==> config.mk <==
export PLATFORM = sky130hd
export DESIGN_NAME = pipelined_barrel_shifter
export DESIGN_NICKNAME = d
export VERILOG_FILES = /design/src/rtl/pipelined_barrel_shifter.sv
export SDC_FILE = /design/constraint.sdc
export NUM_CORES = 1
export LEC_CHECK = 0
export CAP_MARGIN = 20
export CORE_MARGIN = 10
export CORE_UTILIZATION = 54
export DETAILED_ROUTE_END_ITERATION = 10
export PLACE_DENSITY_LB_ADDON = 0.3
export REMOVE_ABC_BUFFERS = 1
export SYNTH_ARGS = -nofsm -noshare
export SYNTH_HDL_FRONTEND = slang
export SYNTH_SLANG_ARGS = --single-unit
==> constraint.sdc <==
create_clock -name clk -period 4.1 [get_ports clk]
set_input_delay 0.615 -clock clk [delete_from_list [all_inputs] [get_ports clk]]
set_output_delay 0.615 -clock clk [all_outputs]
set_load 0.02 [all_outputs]
==> src/rtl/pipelined_barrel_shifter.sv <==
`default_nettype none
// ============================================================================
// Module      : pipelined_barrel_shifter
// Description : Logarithmic barrel shifter with one register stage per
//               shift-amount bit and valid/ready handshakes on both sides.
//               Stage i conditionally shifts by 2^(STAGES-1-i), so the MSB of
//               the shift amount is consumed first.
//
//               Ops: 00 SLL, 01 SRL, 10 SRA, 11 ROR (or SRL, see below).
//
//               Optional feature macro: BARREL_ROTATE_EN
//                 defined   -> op 11 rotates right (LSB bits wrap to MSB)
//                 undefined -> op 11 behaves as SRL, no wrap logic built
//
// Ports       : clk        single clock, rising edge
//               reset      synchronous active-high reset
//               in_valid   operand valid
//               in_ready   operand accepted this cycle (== global advance)
//               in_data    operand, WIDTH bits
//               in_shamt   shift amount, STAGES bits
//               in_op      operation select, 2 bits
//               out_valid  result valid
//               out_ready  downstream accepts result
//               out_data   shifted result, WIDTH bits
//               out_zero   out_data is all zeros (qualified by out_valid)
//
// Revision    : 1.0 - initial release
// ============================================================================
module pipelined_barrel_shifter #(
    parameter int  WIDTH  = 16,             // power of two, 4..64
    localparam int STAGES = $clog2(WIDTH)
) (
    input  logic              clk,
    input  logic              reset,
    input  logic              in_valid,
    output logic              in_ready,
    input  logic [WIDTH-1:0]  in_data,
    input  logic [STAGES-1:0] in_shamt,
    input  logic [1:0]        in_op,
    output logic              out_valid,
    input  logic              out_ready,
    output logic [WIDTH-1:0]  out_data,
    output logic              out_zero
);

    // ------------------------------------------------------------------
    // Stage registers: element k holds the operand after stage k.
    // The whole shift amount travels with the operand; each later stage
    // only looks at its own (lower) bit of it.
    // ------------------------------------------------------------------
    logic [STAGES-1:0] r_valid;
    logic [WIDTH-1:0]  r_data  [STAGES];
    logic [STAGES-1:0] r_shamt [STAGES];
    logic [1:0]        r_op    [STAGES];
    logic              r_zero;

    logic [WIDTH-1:0]  w_next_data [STAGES];
    logic              w_advance;

    // The whole pipe moves as one: a bubble still occupies a slot, and the
    // pipe only freezes when a valid result sits unclaimed at the output.
    assign w_advance = out_ready || !r_valid[STAGES-1];
    assign in_ready  = w_advance;

    // ------------------------------------------------------------------
    // Per-stage combinational shift
    // ------------------------------------------------------------------
    for (genvar i = 0; i < STAGES; i++) begin : g_stage
        localparam int c_bit = STAGES - 1 - i;
        localparam int c_amt = 1 << c_bit;

        logic [WIDTH-1:0]  w_src_data;
        logic [STAGES-1:0] w_src_shamt;
        logic [1:0]        w_src_op;
        logic [WIDTH-1:0]  w_shifted;

        if (i == 0) begin : g_head
            assign w_src_data  = in_data;
            assign w_src_shamt = in_shamt;
            assign w_src_op    = in_op;
        end else begin : g_body
            assign w_src_data  = r_data[i-1];
            assign w_src_shamt = r_shamt[i-1];
            assign w_src_op    = r_op[i-1];
        end

        // SRA relies on the operand MSB surviving every earlier stage,
        // which it does because each arithmetic step replicates it.
        always_comb begin
            w_shifted = w_src_data >> c_amt;
            case (w_src_op)
                2'b00:   w_shifted = w_src_data << c_amt;
                2'b10:   w_shifted = $signed(w_src_data) >>> c_amt;
`ifdef BARREL_ROTATE_EN
                2'b11:   w_shifted = (w_src_data >> c_amt)
                                   | (w_src_data << (WIDTH - c_amt));
`endif
                default: w_shifted = w_src_data >> c_amt;
            endcase
        end

        assign w_next_data[i] = w_src_shamt[c_bit] ? w_shifted : w_src_data;
    end

    // ------------------------------------------------------------------
    // Pipeline registers
    // ------------------------------------------------------------------
    always_ff @(posedge clk) begin
        if (reset) begin
            r_valid <= '0;
            r_zero  <= 1'b0;
            for (int k = 0; k < STAGES; k++) begin
                r_data[k]  <= '0;
                r_shamt[k] <= '0;
                r_op[k]    <= '0;
            end
        end else if (w_advance) begin
            // Payload is captured unconditionally; with in_valid low the
            // slot is marked empty so its contents are never observed.
            r_valid    <= {r_valid[STAGES-2:0], in_valid};
            r_shamt[0] <= in_shamt;
            r_op[0]    <= in_op;
            for (int k = 0; k < STAGES; k++) begin
                r_data[k] <= w_next_data[k];
            end
            for (int k = 1; k < STAGES; k++) begin
                r_shamt[k] <= r_shamt[k-1];
                r_op[k]    <= r_op[k-1];
            end
            // Zero flag is produced alongside the final data so both
            // change on the same edge.
            r_zero <= (w_next_data[STAGES-1] == '0);
        end
    end

    assign out_valid = r_valid[STAGES-1];
    assign out_data  = r_data[STAGES-1];
    assign out_zero  = r_zero;

    // Last-stage control fields have no consumer beyond the output.
    logic w_unused_tail;
    assign w_unused_tail = ^{r_shamt[STAGES-1], r_op[STAGES-1]};

endmodule
`default_nettype wire
==> flow_metrics.tcl <==
set metrics [dict create \
    switchingPower_uw 443 \
    dieHeight_um 106 \
    wl_per_cell_um 14.3 \
    hold_buffers 0 \
    hold_violations 0 \
    synth.largest_area_cell "edfxtp_1" \
    worstMarginPinSlew_ps 965 \
    post-route-cell-area_um2 4760 \
    synth_cell_types 33 \
    power_frac_comb 0.110 \
    final.period_utilization 0.700 \
    placed_area_um2 4500 \
    cts.sinks 81 \
    dominantRegCellSynth "edfxtp_1" \
    clkLatencyLatePin_ps 350 \
    leakage_uw 0.00179 \
    pwr-share-seq 0.528 \
    rsz0062_at_grt "false" \
    setup_viol 0 \
    port_buffers 44 \
    place_inst 514 \
    postSynth.asyncResetShare 0 \
    cellPowerDensity_nw_per_um2 400 \
    cts-resized-gates 0 \
    power_uw 1910 \
    htreeDepth 3 \
    place_ws_ps 1230 \
    initial_core_util 0.557 \
    endpoint_kind "primary output" \
    grt_pass1_vias 2892 \
    start_kind "primary input" \
    fin_crit_ps 2870 \
    drt_wl_total_um 7580 \
    synth_cells 398 \
    cp_max_fo 7 \
    fin_nets 453 \
    clk_pin_slew_ps 80 \
    nFillCells 563 \
    p_int_uw 1460 \
    die_w_um 106 \
    pwr-share-clk 0.363 \
    skew_ps 6.24 \
    slew_headroom 0.354 \
    ir_worst_vdd_mv 0.196 \
    grt_overflow 0 \
    drive_above_1_share 0.0648 \
    vias 2963 \
    root_buffer "clkbuf_8" \
    place_congestion 0.822 \
    area_growth_syn_to_layout_pct 17.8 \
    worst_ep_required_time_ps 3480 \
    ys_ff_latch 81 \
    cts_made_buffers 9 \
    diodes 0 \
    grtUsageTotal 0.139 \
    avgSynthCellArea_um2 10.1 \
    dp_hpwl_um 5150 \
    clock_path_buffers 2 \
    synth-edff-count 76 \
    path_class "primary input to primary output" \
    initialDrtViolationCount 108 \
    setup_ws_ps 1230 \
    cp.arrival_ps 2260 \
    clock.fmax_mhz 348 \
    syn-cell-area_um2 4040 \
    hp-class "register to register" \
    ys_top_cells_by_area "edfxtp_1 (57%), nor2_1 (5.5%), a21oi_1 (5.3%)" \
    io_pins 45 \
    post_cts.repair.setup_buffers 0 \
    route.antenna.remaining_nets 0 \
    seq_area_frac_synth 0.590 \
    drv_cap 0 \
    post-route-drc-count 0 \
    p_sw_frac 0.232 \
    status "completed" \
    synth_top_area_frac 0.565 \
    drv_slew 0 \
    grt_first_pass_wirelength_um 12900 \
    core_um2 7250 \
    tritoncts "yes" \
    stdcell_count 531 \
    antenna_found_initial 0 \
    tns_ps 0 \
    rows 31 \
    routed_via_density 5.58 \
    synth_warnings 0 \
    dr.pass1.iters 5 \
    fp.dieArea_um2 11300 \
    grt_start_max_net_pins 78 \
]
## cells by family (layout without fill, tap and decap cells)
| family | count (synthesis) | in the layout | synth area share |
|---|---|---|---|
| and+or+nand+nor | 167 | 167 | 0.191 |
| buffers and inverters | 36 | 70 | 0.0363 |
| muxes | 10 | 10 | 0.0251 |
| AOI/OAI and AO/OA | 104 | 104 | 0.158 |
| DFF | 81 | 81 | 0.590 |
## synthesized netlist by cell type, types with 2 or more instances
| master | instances |
|---|---|
| a21oi_1 | 43 |
| a311oi_1 | 20 |
| a31oi_1 | 4 |
| and2_1 | 24 |
| buf_1 | 3 |
| buf_2 | 3 |
| clkbuf_1 | 22 |
| dfxtp_1 | 5 |
| edfxtp_1 | 76 |
| inv_1 | 6 |
| mux2i_1 | 9 |
| nand2_1 | 52 |
| nand2b_1 | 3 |
| nand3_1 | 12 |
| nand3b_1 | 3 |
| nor2_1 | 59 |
| nor2b_1 | 3 |
| nor4_1 | 2 |
| o211a_1 | 2 |
| o211ai_1 | 2 |
| o21ai_0 | 28 |
| or2_2 | 3 |
| or3b_2 | 4 |
## worst max-delay path: stages
cell and delay (ps):
clkdlybuf4s50_1 420, nor2b_1 440, inv_1 190, clkdlybuf4s50_1 580
## cells in the final DEF (no fill, tap or decap), drive strengths merged
cell | netlist | routed
a211o | 1 | 1
a21oi | 43 | 43
a311oi | 21 | 21
a31oi | 4 | 4
a32oi | 1 | 1
a41o | 1 | 1
and2 | 24 | 24
and3 | 1 | 1
buf | 7 | 3
bufinv | 0 | 3
clkbuf | 22 | 9
clkdlybuf4s50 | 0 | 44
clkinv | 1 | 4
clkinvlp | 0 | 1
dfxtp | 5 | 5
edfxtp | 76 | 76
inv | 6 | 6
mux2 | 1 | 1
mux2i | 9 | 9
nand2 | 52 | 52
nand2b | 3 | 3
nand3 | 12 | 12
nand3b | 3 | 3
nor2 | 59 | 59
nor2b | 3 | 3
nor4 | 2 | 2
o211a | 2 | 2
o211ai | 2 | 2
o21ai | 29 | 29
or2 | 3 | 3
or3b | 4 | 4
or4b | 1 | 1
## final timing paths
| check | startpoint | slack, ps | depth (start not counted) | to |
|---|---|---|---|---|
| min | r_valid[2] | 460 | 2 | r_valid[2] |
| max | out_ready | 1230 | 4 | in_ready |
| min reg2reg | r_valid[2] | 460 | 2 | r_valid[2] |
| max reg2reg | r_shamt[0][8] | 1520 | 5 | out_zero |
## final cells by class
type                    count  area [um2]  share of cell area
flip-flops and latches     81        2380               0.501
multi-input cells         281        1520               0.319
well taps                  99         124              0.0260
inverters                   7        26.3             0.00552
clock inverters             7         119              0.0250
repair buffers             47         467              0.0981
clock buffers               9         124              0.0260
## per-stage QoR
| stage | hold slack, ps | utilization |
|---|---|---|
| finish | 458 | 0.656 |
| global route | 478 | 0.656 |
| CTS | 457 | 0.654 |
| detailed placement | 447 | 0.621 |
| global placement | 440 | 0.621 |
| floorplan | 426 | - |
## flip-flops by register name (all words and copies together) (netlist names)
signal and cells:
r_valid 4, r_op 6, r_shamt 6, out_zero 1
r_data 64
## per-layer routing
| layer | vias to the layer above | routed length [um] | global-route usage |
|---|---|---|---|
| met3 | 19 | 417 | 0.0417 |
| met1 | 1369 | 2950 | 0.134 |
| met4 | 0 | 194 | 0.0725 |
| met5 | - | 0 | 0 |
| met2 | 82 | 4020 | 0.259 |
| li1 | 1493 | - | - |
## power groups by stage
stage | clock, uW | combinational [uW] | sequential [uW]
finish | 691 | 209 | 1010
detailed placement | 0 | 207 | 1020
global route | 740 | 234 | 1010
global placement | 0 | 200 | 1020
floorplan | 0 | 114 | 1020
CTS | 698 | 208 | 1000
(Power assumes the default switching activity.)
